===== config.mk =====
export PLATFORM = sky130hd
export DESIGN_NAME = controle_modo
export DESIGN_NICKNAME = d
export VERILOG_FILES = /design/src/rtl/controle_modo.sv
export SDC_FILE = /design/constraint.sdc
export NUM_CORES = 1
export LEC_CHECK = 0
export CELL_PAD_IN_SITES_DETAIL_PLACEMENT = 0
export CELL_PAD_IN_SITES_GLOBAL_PLACEMENT = 1
export CORE_ASPECT_RATIO = 1.1
export CORE_MARGIN = 8
export CORE_UTILIZATION = 48
export CTS_BUF_LIST = sky130_fd_sc_hd__clkbuf_16
export CTS_CLUSTER_DIAMETER = 120
export DETAILED_ROUTE_END_ITERATION = 8
export PLACE_DENSITY_LB_ADDON = 0.1
export SETUP_SLACK_MARGIN = 0.05
export SKIP_LAST_GASP = 1
export SYNTH_ARGS = -nofsm -noshare
export SYNTH_HDL_FRONTEND = slang
export SYNTH_SLANG_ARGS = --single-unit

===== constraint.sdc =====
create_clock -name clk -period 2.6 [get_ports clk]
set_input_delay 0.26 -clock clk [delete_from_list [all_inputs] [get_ports clk]]
set_output_delay 0.26 -clock clk [all_outputs]
set_load 0.01 [all_outputs]

===== src/rtl/controle_modo.sv =====
// controle_modo -- control front-end for the seven-row message register bank.
//
// Cleans up a bouncy active-low push button, steps through four display modes
// on each accepted press, and divides the board clock into a one-cycle shift
// tick so the row registers scroll at a visible rate.
//
// Parameters:
//   DEB_CYCLES  cycles the synchronised button must differ from its stable
//               value before the change is accepted
//   TICK_DIV    clock cycles per shift tick (>= 2)
//   AUTO_TICKS  ticks between automatic mode advances (optional feature only)
//
// Ports:
//   clk      board clock, rising edge
//   rst_n    asynchronous active-low reset
//   btn_n    raw push button, low = pressed, asynchronous to clk
//   auto_sw  auto-advance enable (optional feature only)
//   ch0/ch1  mode bits to the register bank
//   tick     one-cycle shift enable
//   press    one-cycle pulse per accepted press
//
// Optional feature: define CONTROLE_MODO_AUTO_EN to add auto_sw and an
// automatic mode advance every AUTO_TICKS ticks.

module controle_modo #(
    parameter int unsigned DEB_CYCLES = 500000,
    parameter int unsigned TICK_DIV   = 12500000
`ifdef CONTROLE_MODO_AUTO_EN
    ,
    parameter int unsigned AUTO_TICKS = 16
`endif
) (
    input  logic clk,
    input  logic rst_n,
    input  logic btn_n,
`ifdef CONTROLE_MODO_AUTO_EN
    input  logic auto_sw,
`endif
    output logic ch0,
    output logic ch1,
    output logic tick,
    output logic press
);

    localparam int DW = (DEB_CYCLES > 1) ? $clog2(DEB_CYCLES) : 1;
    localparam int PW = (TICK_DIV > 1) ? $clog2(TICK_DIV) : 1;
    localparam logic [DW-1:0] DEB_LAST = DW'(DEB_CYCLES - 1);
    localparam logic [PW-1:0] PRE_LAST = PW'(TICK_DIV - 1);

    typedef enum logic [1:0] {
        MODE0 = 2'd0,
        MODE1 = 2'd1,
        MODE2 = 2'd2,
        MODE3 = 2'd3
    } mode_t;

    // ------------------------------------------------------------------
    // Synchroniser + debouncer
    // ------------------------------------------------------------------
    logic          sync1, sync2;
    logic          stable, stable_d;
    logic [DW-1:0] deb_cnt;

    always_ff @(posedge clk or negedge rst_n) begin
        if (!rst_n) begin
            sync1    <= 1'b1;
            sync2    <= 1'b1;
            stable   <= 1'b1;
            stable_d <= 1'b1;
            deb_cnt  <= '0;
        end else begin
            sync1    <= btn_n;
            sync2    <= sync1;
            stable_d <= stable;
            if (sync2 != stable) begin
                // Accept the new level only after DEB_CYCLES consecutive
                // disagreeing samples; any agreeing sample restarts the count.
                if (deb_cnt == DEB_LAST) begin
                    stable  <= sync2;
                    deb_cnt <= '0;
                end else begin
                    deb_cnt <= deb_cnt + 1'b1;
                end
            end else begin
                deb_cnt <= '0;
            end
        end
    end

    // Falling edge of the debounced level only; release produces nothing.
    assign press = stable_d & ~stable;

    // ------------------------------------------------------------------
    // Prescaler / shift tick
    // ------------------------------------------------------------------
    logic [PW-1:0] presc;

    always_ff @(posedge clk or negedge rst_n) begin
        if (!rst_n) begin
            presc <= '0;
            tick  <= 1'b0;
        end else if (press) begin
            // Restart the period so a new mode always gets a full first tick.
            presc <= '0;
            tick  <= 1'b0;
        end else if (presc == PRE_LAST) begin
            presc <= '0;
            tick  <= 1'b1;
        end else begin
            presc <= presc + 1'b1;
            tick  <= 1'b0;
        end
    end

    // ------------------------------------------------------------------
    // Mode advance source
    // ------------------------------------------------------------------
    logic advance;

`ifdef CONTROLE_MODO_AUTO_EN
    localparam int AW = (AUTO_TICKS > 1) ? $clog2(AUTO_TICKS) : 1;
    localparam logic [AW-1:0] AUTO_LAST = AW'(AUTO_TICKS - 1);

    logic [AW-1:0] auto_cnt;
    logic          auto_adv;

    assign auto_adv = auto_sw & tick & (auto_cnt == AUTO_LAST);

    always_ff @(posedge clk or negedge rst_n) begin
        if (!rst_n) begin
            auto_cnt <= '0;
        end else if (press || !auto_sw) begin
            auto_cnt <= '0;
        end else if (tick) begin
            auto_cnt <= (auto_cnt == AUTO_LAST) ? '0 : auto_cnt + 1'b1;
        end
    end

    // A press and an auto advance in the same cycle still step only once.
    assign advance = press | auto_adv;
`else
    assign advance = press;
`endif

    // ------------------------------------------------------------------
    // Mode state machine
    // ------------------------------------------------------------------
    mode_t mode, mode_nxt;

    always_ff @(posedge clk or negedge rst_n) begin
        if (!rst_n) mode <= MODE0;
        else        mode <= mode_nxt;
    end

    always_comb begin
        mode_nxt = mode;
        if (advance) begin
            case (mode)
                MODE0:   mode_nxt = MODE1;
                MODE1:   mode_nxt = MODE2;
                MODE2:   mode_nxt = MODE3;
                default: mode_nxt = MODE0;
            endcase
        end
    end

    assign ch0 = mode[0];
    assign ch1 = mode[1];

endmodule


==> impl_metrics.py, run 1 <==
metrics = {
    "yosys": {
        "synth-seq-cells": 50,
        "synthCells": 254,
        "synthFlopType": "dfrtp_1",
        "synthesis.area_mm2": 0.00250,
        "netlist-cell-type-count": 40,
        "synth_nets": 261,
        "syn_area_per_cell_um2": 9.83,
        "synth-edff-count": 0,
        "yosysWarnings": 0,
        "postSynth.asyncResetShare_pct": 100,
        "ys_seq_area_share_pct": 50.3,
    },
    "finish": {
        "final_common_cell": "dfrtp_1",
        "synthToLayoutAreaGrowth_pct": 11.7,
        "num_antenna_cells": 0,
        "nets": 272,
        "fin_cells": 324,
        "mostFrequentLayoutCells": "dfrtp_1 (46), nor2_1 (36), xnor2_1 (24)",
        "fill_cells": 454,
        "drive_gt1_share_pct": 11.3,
    },
    "place": {
        "dpl.hpwl_um": 3340,
        "portBuffers": 6,
        "dp_slack_ns": 0.438,
        "dp_cells": 316,
        "place.gp.congestion": 0.783,
    },
    "setup_path": {
        "cp_slowest_stage_delay_ns": 0.54,
        "crit_cells": 4,
        "cpMaxStageDelayCell": "or4_4",
        "cp-start-kind": "flip-flop",
        "worst-path-buf-inv": 0,
        "crit_type": "reg2reg",
        "path_delay_family": "simple AND/OR/NAND/NOR gates",
        "path_cells": "or4_1 > or4_4 > o21ai_4 > nor2_1",
        "cp-end-kind": "flip-flop",
        "worstPathMaxFanout": 18,
        "cp.required_ns": 2.76,
        "reg2regPathDepth": 4,
        "arrival_ns": 2.31,
    },
    "timing": {
        "fin_crit_ns": 2.15,
        "hold_viol": 0,
        "holdWs_ns": 0.0826,
        "tightest_slew_ns": 0.642,
        "setup_viol": 0,
        "rsz0062_at_grt": "false",
        "fmax_mhz": 465,
        "slew_violations": 0,
        "skew_ns": 0.00701,
        "period_share_pct": 82.7,
        "slew_headroom_pct": 56.8,
        "setup_ws_ns": 0.450,
        "finalSetupTns_ns": 0,
    },
    "clocking": {
        "post_cts_buffers": 0,
        "cts-root-buf": "clkbuf_16",
        "cts_buffers": 5,
        "clkSinkCount": 50,
        "insertion_delay_ns": 0.29,
        "htree_levels": 2,
        "cts_buffer_depth": 2,
        "cts.repair.resized": 0,
        "cts_tree": "yes",
        "ctsHoldBuffers": 0,
        "clkTransAtPathRegs_ns": 0.07,
    },
    "power_and_ir_drop": {
        "powerDensity_mw_per_mm2": 552,
        "p_int_mw": 1.24,
        "power.share.switching_pct": 19.4,
        "clkPwrFrac_pct": 46.6,
        "seq_power_share_pct": 51.4,
        "p_comb_share_pct": 2.0,
        "p_switching_uw": 299,
        "leakage_nw": 1.08,
        "ir_drop_uv": 302,
    },
    "outcome": {
        "outcome": "finished clean",
    },
    "grt": {
        "grt_max_degree": 51,
        "antenna_found_initial": 0,
        "grt_pass1_vias": 1828,
        "grt_use_total_pct": 13.7,
        "grt_pass1_wl_um": 8590,
        "grt-ovfl-total": 0,
    },
    "detailed_routing": {
        "wl_um": 4920,
        "viasPerCell": 5.68,
        "drcViolationCount": 0,
        "dr.pass1.iters": 4,
        "drt_iter0_drc": 84,
        "dr_total_vias": 1841,
        "wl_per_cell_um": 15.2,
        "antenna_left": 0,
    },
    "worst_hold_path": {
        "hp-class": "in2async",
    },
    "floorplan": {
        "core_mm2": 0.00500,
        "core.rowCount": 27,
        "fp.dieH_um": 91.6,
        "io_pins": 7,
        "dieArea_mm2": 0.00777,
        "initial_core_util_pct": 49.9,
        "fp.dieW_um": 84.8,
    },
    "flow_run": {
        "drv_cap": 0,
    },
}
[cells in the mapped netlist, drive strengths merged (2+ instances only)]
cell	count	area, µm²
a21oi	13	65.1
a31o	2	17.5
and3	3	21.3
buf	2	16.3
clkbuf	5	18.8
dfrtp	46	1150
dfstp	4	105
ha	4	50.1
inv	11	41.3
nand2	14	52.6
nand3	16	90.1
nand4	12	81.3
nor2	36	135
nor3	7	35.0
nor4	9	56.3
o21ai	8	51.3
o31ai	6	45.0
o41ai	2	17.5
or2	2	12.5
or3	5	32.5
or4	10	78.8
xnor2	24	210
xor2	3	26.3
[path summary, 6_finish.rpt]
check	startpoint	end	slack, ns
max in group asynchronous	rst_n	presc[16]	2.09
min in group clk	sync1	sync2	0.36
hold reg to reg	sync1	sync2	0.36
hold / removal	rst_n	presc[0]	0.08
setup reg to reg	deb_cnt[12]	deb_cnt[9]	0.45
setup / recovery	deb_cnt[12]	deb_cnt[9]	0.45
[metrics by stage]
step | utilization, % | total power, mW | cell area [µm²]
3_3_place_gp | 52.5 | 0.837 | 2630
2_1_floorplan | - | 0.817 | 2500
6_report | 55.8 | 1.54 | 2790
4_1_cts | 55.8 | 1.56 | 2790
3_5_place_dp | 52.5 | 0.838 | 2630
5_1_grt | 55.8 | 1.60 | 2790
[sequential cells by signal (all words and copies together), names as in the netlist]
signal    flops
presc        24
deb_cnt      19
mode          2
stable        1
stable_d      1
sync1         1
sync2         1
tick          1
[metal layers]
layer,up-vias,GRT usage [%],part of all wire [%]
met5,-,0,0
met4,0,6.24,1.9
met3,8,3.30,2.6
met2,20,23.1,50
met1,886,16.2,46
li1,927,-,-
[final cells by class]
cell class	count	area, µm²	area share (%)
inverter	11	41.3	1.48
timing repair buffer	11	92.6	3.32
tap	58	72.6	2.60
clock inverter	3	37.5	1.35
multi-input combinational	186	1160	41.7
sequential	50	1260	45.0
clock buffer	5	125	4.49
[power by group through the flow]
stage	registers (mW)	clock network (mW)	logic, mW
floorplan	0.802	0	0.0147
CTS	0.790	0.737	0.0331
finish	0.790	0.717	0.0315
detailed placement	0.805	0	0.0331
global placement	0.804	0	0.0327
global route	0.790	0.769	0.0371
[cell families after synthesis]
logic type	count (synthesis)	synth area share, %
simple gates	123	26.8
mux	1	0.451
compound gates	31	7.87
buf+inv	18	3.06
xor+xnor	27	9.47
flops	50	50.3
fa+ha+maj	4	2.01
Power figures use the tool's default switching activity.
==> run 2: changes to the inputs <==
--- a/config.mk
+++ b/config.mk
@@ -9,7 +9,7 @@
 export CELL_PAD_IN_SITES_GLOBAL_PLACEMENT = 1
 export CORE_ASPECT_RATIO = 1.1
 export CORE_MARGIN = 8
-export CORE_UTILIZATION = 48
+export CORE_UTILIZATION = 43
 export CTS_BUF_LIST = sky130_fd_sc_hd__clkbuf_16
 export CTS_CLUSTER_DIAMETER = 120
 export DETAILED_ROUTE_END_ITERATION = 8
==> constraint.sdc (replaced) <==
create_clock -name clk -period 1.9 [get_ports clk]
set_input_delay 0.19 -clock clk [delete_from_list [all_inputs] [get_ports clk]]
set_output_delay 0.19 -clock clk [all_outputs]
set_load 0.01 [all_outputs]
==> run 2 against run 1 <==
The run now ends with negative setup slack left. Clock power up 37%. Highest routed layer unchanged. Via count up 11%. Global-route usage up 0.59 points. Worst setup slack worse by 0.50 ns. Non-clock buffer count up 45. Sequential power up 37%. Critical path type unchanged. Flip-flop and latch count unchanged.
==> impl_metrics.py, run 2 (synthesis results as in run 1) <==
metrics = {
    "power_and_ir_drop": {
        "p_int_mw": 1.71,
        "p_switching_uw": 413,
        "power_mw": 2.12,
        "seq_power_share_pct": 50.9,
        "clkPwrFrac_pct": 46.2,
        "ir_drop_uv": 460,
        "powerDensity_mw_per_mm2": 652,
        "p_comb_share_pct": 2.8,
        "leakage_nw": 1.32,
        "power.share.switching_pct": 19.5,
    },
    "worst_hold_path": {
        "holdPathStages": 1,
        "hold_path_startpoint": "btn_n",
        "hp-class": "in2reg",
        "hold_end": "sync1",
    },
    "grt": {
        "grt_pass1_wl_um": 9470,
        "grt_pass1_vias": 2041,
        "grt_use_total_pct": 14.3,
        "antenna_found_initial": 0,
        "grt_max_degree": 22,
        "grt-ovfl-total": 0,
    },
    "detailed_routing": {
        "dr.pass1.iters": 4,
        "antenna_left": 0,
        "dr_total_vias": 2036,
        "wl_um": 5610,
        "viasPerCell": 5.25,
        "top_layer_used": "met4",
        "route.met2.wl_um": 2960,
        "wl_per_cell_um": 14.5,
        "drt_iter0_drc": 74,
        "drcViolationCount": 0,
        "met1_length_um": 2420,
        "wl_met3_um": 159,
    },
    "setup_path": {
        "cp.required_ns": 2.11,
        "path_cells": "or4_1 > or4_4 > nor2_2 > mux2_2",
        "cp-start-kind": "flip-flop",
        "path_delay_family": "simple AND/OR/NAND/NOR gates",
        "worst-path-buf-inv": 0,
        "cp_slowest_stage_delay_ns": 0.56,
        "crit_type": "reg2reg",
        "arrival_ns": 2.16,
        "reg2reg_from": "deb_cnt[12]",
        "cpMaxStageDelayCell": "or4_4",
        "reg2reg_setup_slack_ns": -0.05,
        "crit_start": "deb_cnt[12]",
        "reg2regPathDepth": 4,
        "cp-end-kind": "flip-flop",
        "timing.rr.end": "stable",
        "worstPathMaxFanout": 2,
    },
    "finish": {
        "fill_cells": 535,
        "mostFrequentLayoutCells": "buf_4 (46), dfrtp_1 (45), nor2_1 (35)",
        "largest_reg_flops": 24,
        "synthToLayoutAreaGrowth_pct": 30.2,
        "nets": 317,
        "num_antenna_cells": 0,
        "drive_gt1_share_pct": 28.6,
        "top_regs": "presc: 24 flops, deb_cnt: 19 flops, mode: 2 flops",
        "top_register": "presc",
        "final_common_cell": "buf_4",
    },
    "place": {
        "dp_slack_ns": -0.0567,
        "place.gp.congestion": 0.815,
        "dpl.hpwl_um": 4110,
        "portBuffers": 6,
    },
    "timing": {
        "hold_viol": 0,
        "slew_headroom_pct": 66.6,
        "skew_ns": 0.00383,
        "fin_crit_ns": 1.95,
        "rsz0062_at_grt": "true",
        "setup_viol": 19,
        "slew_violations": 0,
        "finalSetupTns_ns": -0.713,
        "fmax_mhz": 513,
        "period_share_pct": 103,
        "setup_ws_ns": -0.0483,
        "tightest_slew_ns": 0.501,
    },
    "floorplan": {
        "fp.dieH_um": 95.9,
        "io_pins": 7,
        "core_mm2": 0.00570,
        "dieArea_mm2": 0.00850,
        "initial_core_util_pct": 43.8,
        "fp.dieW_um": 88.6,
        "core.rowCount": 29,
    },
    "clocking": {
        "insertion_delay_ns": 0.28,
        "htree_levels": 2,
        "cts_buffer_depth": 2,
        "clkSinkCount": 50,
        "cts-root-buf": "clkbuf_16",
        "clkTransAtPathRegs_ns": 0.06,
        "cts_buffers": 5,
        "cts_tree": "yes",
    },
    "outcome": {
        "violations": "negative setup slack",
        "outcome": "finished with violations",
    },
    "flow_run": {
        "drv_cap": 0,
    },
}
run 2: what timing repair did:
item | CTS | global route
buffers inserted | 0 | 6
hold endpoints to repair | 17 | 0
pin swaps | 0 | 8
gates cloned | 0 | 0
resized for setup | 3 | 10
hold buffers | 1 | 0
setup endpoints to repair | 24 | 43
run 2: stage by stage:
stage                     area [µm²]  std cells  hold slack (ns)  utilization (%)
after floorplan                 2510        254           -0.106                -
after global placement          2980        373            0.190             52.3
after detailed placement        2980        373            0.185             52.3
after CTS                       3160        382            0.304             55.5
after global routing            3250        388            0.314             57.1
final                           3250        388            0.308             57.1
run 2: power groups by stage:
stage	clock (mW)	sequential (mW)	combinational, mW
3_5_place_dp	0	1.10	0.0609
2_1_floorplan	0	1.10	0.0199
6_report	0.980	1.08	0.0600
5_1_grt	1.06	1.08	0.0692
3_3_place_gp	0	1.10	0.0606
4_1_cts	1.02	1.08	0.0626
run 2: cell type report:
cell class	instances	area, µm²	area share (%)
clock buffer	5	125	3.85
clock inverter	3	37.5	1.15
inverter	11	41.3	1.27
multi-input combinational	186	1220	37.6
sequential	50	1260	38.7
tap	77	96.3	2.96
timing repair buffer	56	470	14.5
run 2: how the worst max path moves through the flow:
stage | end | slack (ns) | cells past startpoint
finish | stable | -0.05 | 4
global route | deb_cnt[18] | -0.09 | 5
CTS | deb_cnt[13] | -0.05 | 5
detailed placement | stable | -0.06 | 4
global placement | stable | -0.04 | 4
floorplan | deb_cnt[11] | -0.08 | 5
run 2: worst register-to-register path, stage by stage (launching register included):
cell and delay [ns]:
dfrtp_1 0.38, or4_1 0.51, or4_4 0.56, nor2_2 0.10, mux2_2 0.33
run 2: per-layer routing:
| layer | vias up | track usage [%] |
|---|---|---|
| met1 | 988 | 16.4 |
| met5 | - | 0 |
| met4 | 0 | 4.23 |
| met3 | 6 | 3.07 |
| met2 | 25 | 25.9 |
| li1 | 1017 | - |
==> run 3: changes to the inputs <==
--- a/config.mk
+++ b/config.mk
@@ -9,7 +9,7 @@
 export CELL_PAD_IN_SITES_GLOBAL_PLACEMENT = 1
 export CORE_ASPECT_RATIO = 1.1
 export CORE_MARGIN = 8
-export CORE_UTILIZATION = 43
+export CORE_UTILIZATION = 48
 export CTS_BUF_LIST = sky130_fd_sc_hd__clkbuf_16
 export CTS_CLUSTER_DIAMETER = 120
 export DETAILED_ROUTE_END_ITERATION = 8
==> constraint.sdc (replaced) <==
create_clock -name clk -period 1.95 [get_ports clk]
set_input_delay 0.195 -clock clk [delete_from_list [all_inputs] [get_ports clk]]
set_output_delay 0.195 -clock clk [all_outputs]
set_load 0.01 [all_outputs]
==> run 3 against run 2 <==
The run still ends with negative setup slack left. Sequential power barely moved. Wire length fell by 4.8%. Combinational power fell by 23%. Final cell count fell by 7.0%. Count of clock-buffer cells in the layout did not move. Clock skew rose by 0.0045 ns. Highest routed layer unchanged.
==> impl_metrics.py, run 3 (synthesis results as in run 1) <==
metrics = {
    "outcome": {
        "outcome": "finished with violations",
        "violations": "negative setup slack",
    },
    "clocking": {
        "insertion_delay_ns": 0.29,
        "clkTransAtPathRegs_ns": 0.07,
        "cts_buffers": 5,
        "clkSinkCount": 50,
        "htree_levels": 2,
        "cts_buffer_depth": 2,
        "cts_tree": "yes",
        "ctsHoldBuffers": 0,
        "cts-root-buf": "clkbuf_16",
    },
    "finish": {
        "drive_gt1_share_pct": 25.7,
        "final_common_cell": "dfrtp_1",
        "synthToLayoutAreaGrowth_pct": 24.7,
        "mostFrequentLayoutCells": "dfrtp_1 (45), buf_4 (40), nor2_1 (35)",
        "top_register": "presc",
        "top_regs": "presc: 24 flops, deb_cnt: 19 flops, mode: 2 flops",
        "fin_cells": 361,
        "num_antenna_cells": 0,
        "final_area_mm2": 0.00311,
        "nets": 309,
        "largest_reg_flops": 24,
    },
    "timing": {
        "hold_viol": 0,
        "fin_crit_ns": 1.98,
        "setup_viol": 13,
        "fmax_mhz": 506,
        "skew_ns": 0.00829,
        "tightest_slew_ns": 0.632,
        "slew_headroom_pct": 57.9,
        "period_share_pct": 101,
        "slew_violations": 0,
        "setup_ws_ns": -0.0261,
        "rsz0062_at_grt": "true",
    },
    "place": {
        "dpl.hpwl_um": 3830,
        "dp_cells": 347,
        "postPlaceCellArea_mm2": 0.00289,
        "place.gp.congestion": 0.765,
        "portBuffers": 6,
    },
    "setup_path": {
        "cp.required_ns": 2.11,
        "cp-end-kind": "flip-flop",
        "cp-start-kind": "flip-flop",
        "crit_type": "reg2reg",
        "arrival_ns": 2.14,
        "worstPathMaxFanout": 18,
        "reg2regPathDepth": 5,
    },
    "power_and_ir_drop": {
        "ir_drop_uv": 493,
        "powerDensity_mw_per_mm2": 635,
        "leakage_nw": 1.26,
    },
    "floorplan": {
        "core_mm2": 0.00500,
        "fp.dieW_um": 84.8,
        "initial_core_util_pct": 49.9,
        "fp.dieH_um": 91.6,
        "dieArea_mm2": 0.00777,
        "core.rowCount": 27,
        "io_pins": 7,
    },
    "detailed_routing": {
        "wl_per_cell_um": 14.8,
        "dr_total_vias": 2036,
        "dr.pass1.iters": 4,
        "drcViolationCount": 0,
        "drt_iter0_drc": 79,
        "wl_um": 5340,
        "antenna_left": 0,
        "viasPerCell": 5.64,
    },
    "grt": {
        "antenna_found_initial": 0,
        "grt-ovfl-total": 0,
        "grt_pass1_vias": 2028,
        "grt_pass1_wl_um": 9330,
        "grt_max_degree": 51,
        "grt_use_total_pct": 14.7,
    },
    "worst_hold_path": {
        "hp-class": "in2async",
    },
    "flow_run": {
        "drv_cap": 0,
    },
}
-- run 3: final cells by class --
type | count | area [µm²]
tap | 58 | 72.6
clock buffer | 5 | 125
inverter | 11 | 41.3
fill | 446 | 1890
multi-input combinational | 186 | 1200
clock inverter | 3 | 25.0
sequential | 50 | 1260
timing repair buffer | 48 | 395
-- run 3: stage by stage --
step / setup TNS [ns] / hold slack [ns] / power [mW] / setup WS [ns] / util (%)
floorplan: -0.352 / -0.101 / 1.09 / -0.0347 / -
global placement: 0 / 0.339 / 1.12 / 0.0215 / 57.8
detailed placement: -0.0133 / 0.341 / 1.12 / -0.00916 / 57.8
CTS: -0.0363 / 0.0330 / 1.99 / -0.0153 / 61.2
global route: -1.38 / 0.0754 / 2.04 / -0.101 / 62.3
finish: -0.143 / 0.00187 / 1.98 / -0.0261 / 62.3
-- run 3: final timing paths --
check | startpoint | end | slack [ns]
max in group asynchronous | rst_n | presc[3] | 1.50
min in group clk | btn_n | sync1 | 0.31
setup / recovery | deb_cnt[12] | deb_cnt[18] | -0.03
hold / removal | rst_n | presc[4] | 0.002
setup reg to reg | deb_cnt[12] | deb_cnt[18] | -0.03
hold reg to reg | sync1 | sync2 | 0.36
-- run 3: per-layer routing --
layer | vias up | global-route usage [%] | wire length [µm]
li1 | 1004 | - | -
met1 | 1016 | 16.7 | 2350
met2 | 10 | 27.3 | 2850
met3 | 6 | 2.77 | 75
met4 | 0 | 4.46 | 61
met5 | - | 0 | 0
-- run 3: critical path: stages, from the launching register on --
cell and delay (ns):
dfrtp_1 0.38, or4_1 0.52, or4_4 0.57, o21ai_4 0.16, buf_12 0.16, a21oi_1 0.05
-- run 3: power breakdown --
part           switching (mW)  internal [mW]  leakage [nW]
clock                   0.396          0.482        0.0704
combinational          0.0325         0.0139         0.528
sequential            0.00756           1.05         0.666
total                   0.436           1.54          1.26
-- run 3: repair_timing --
action | 4_1_cts | 5_1_grt
buffers inserted | 2 | 4
setup endpoints to repair | 22 | 26
resized for setup | 1 | 6
pin swaps | 1 | 5
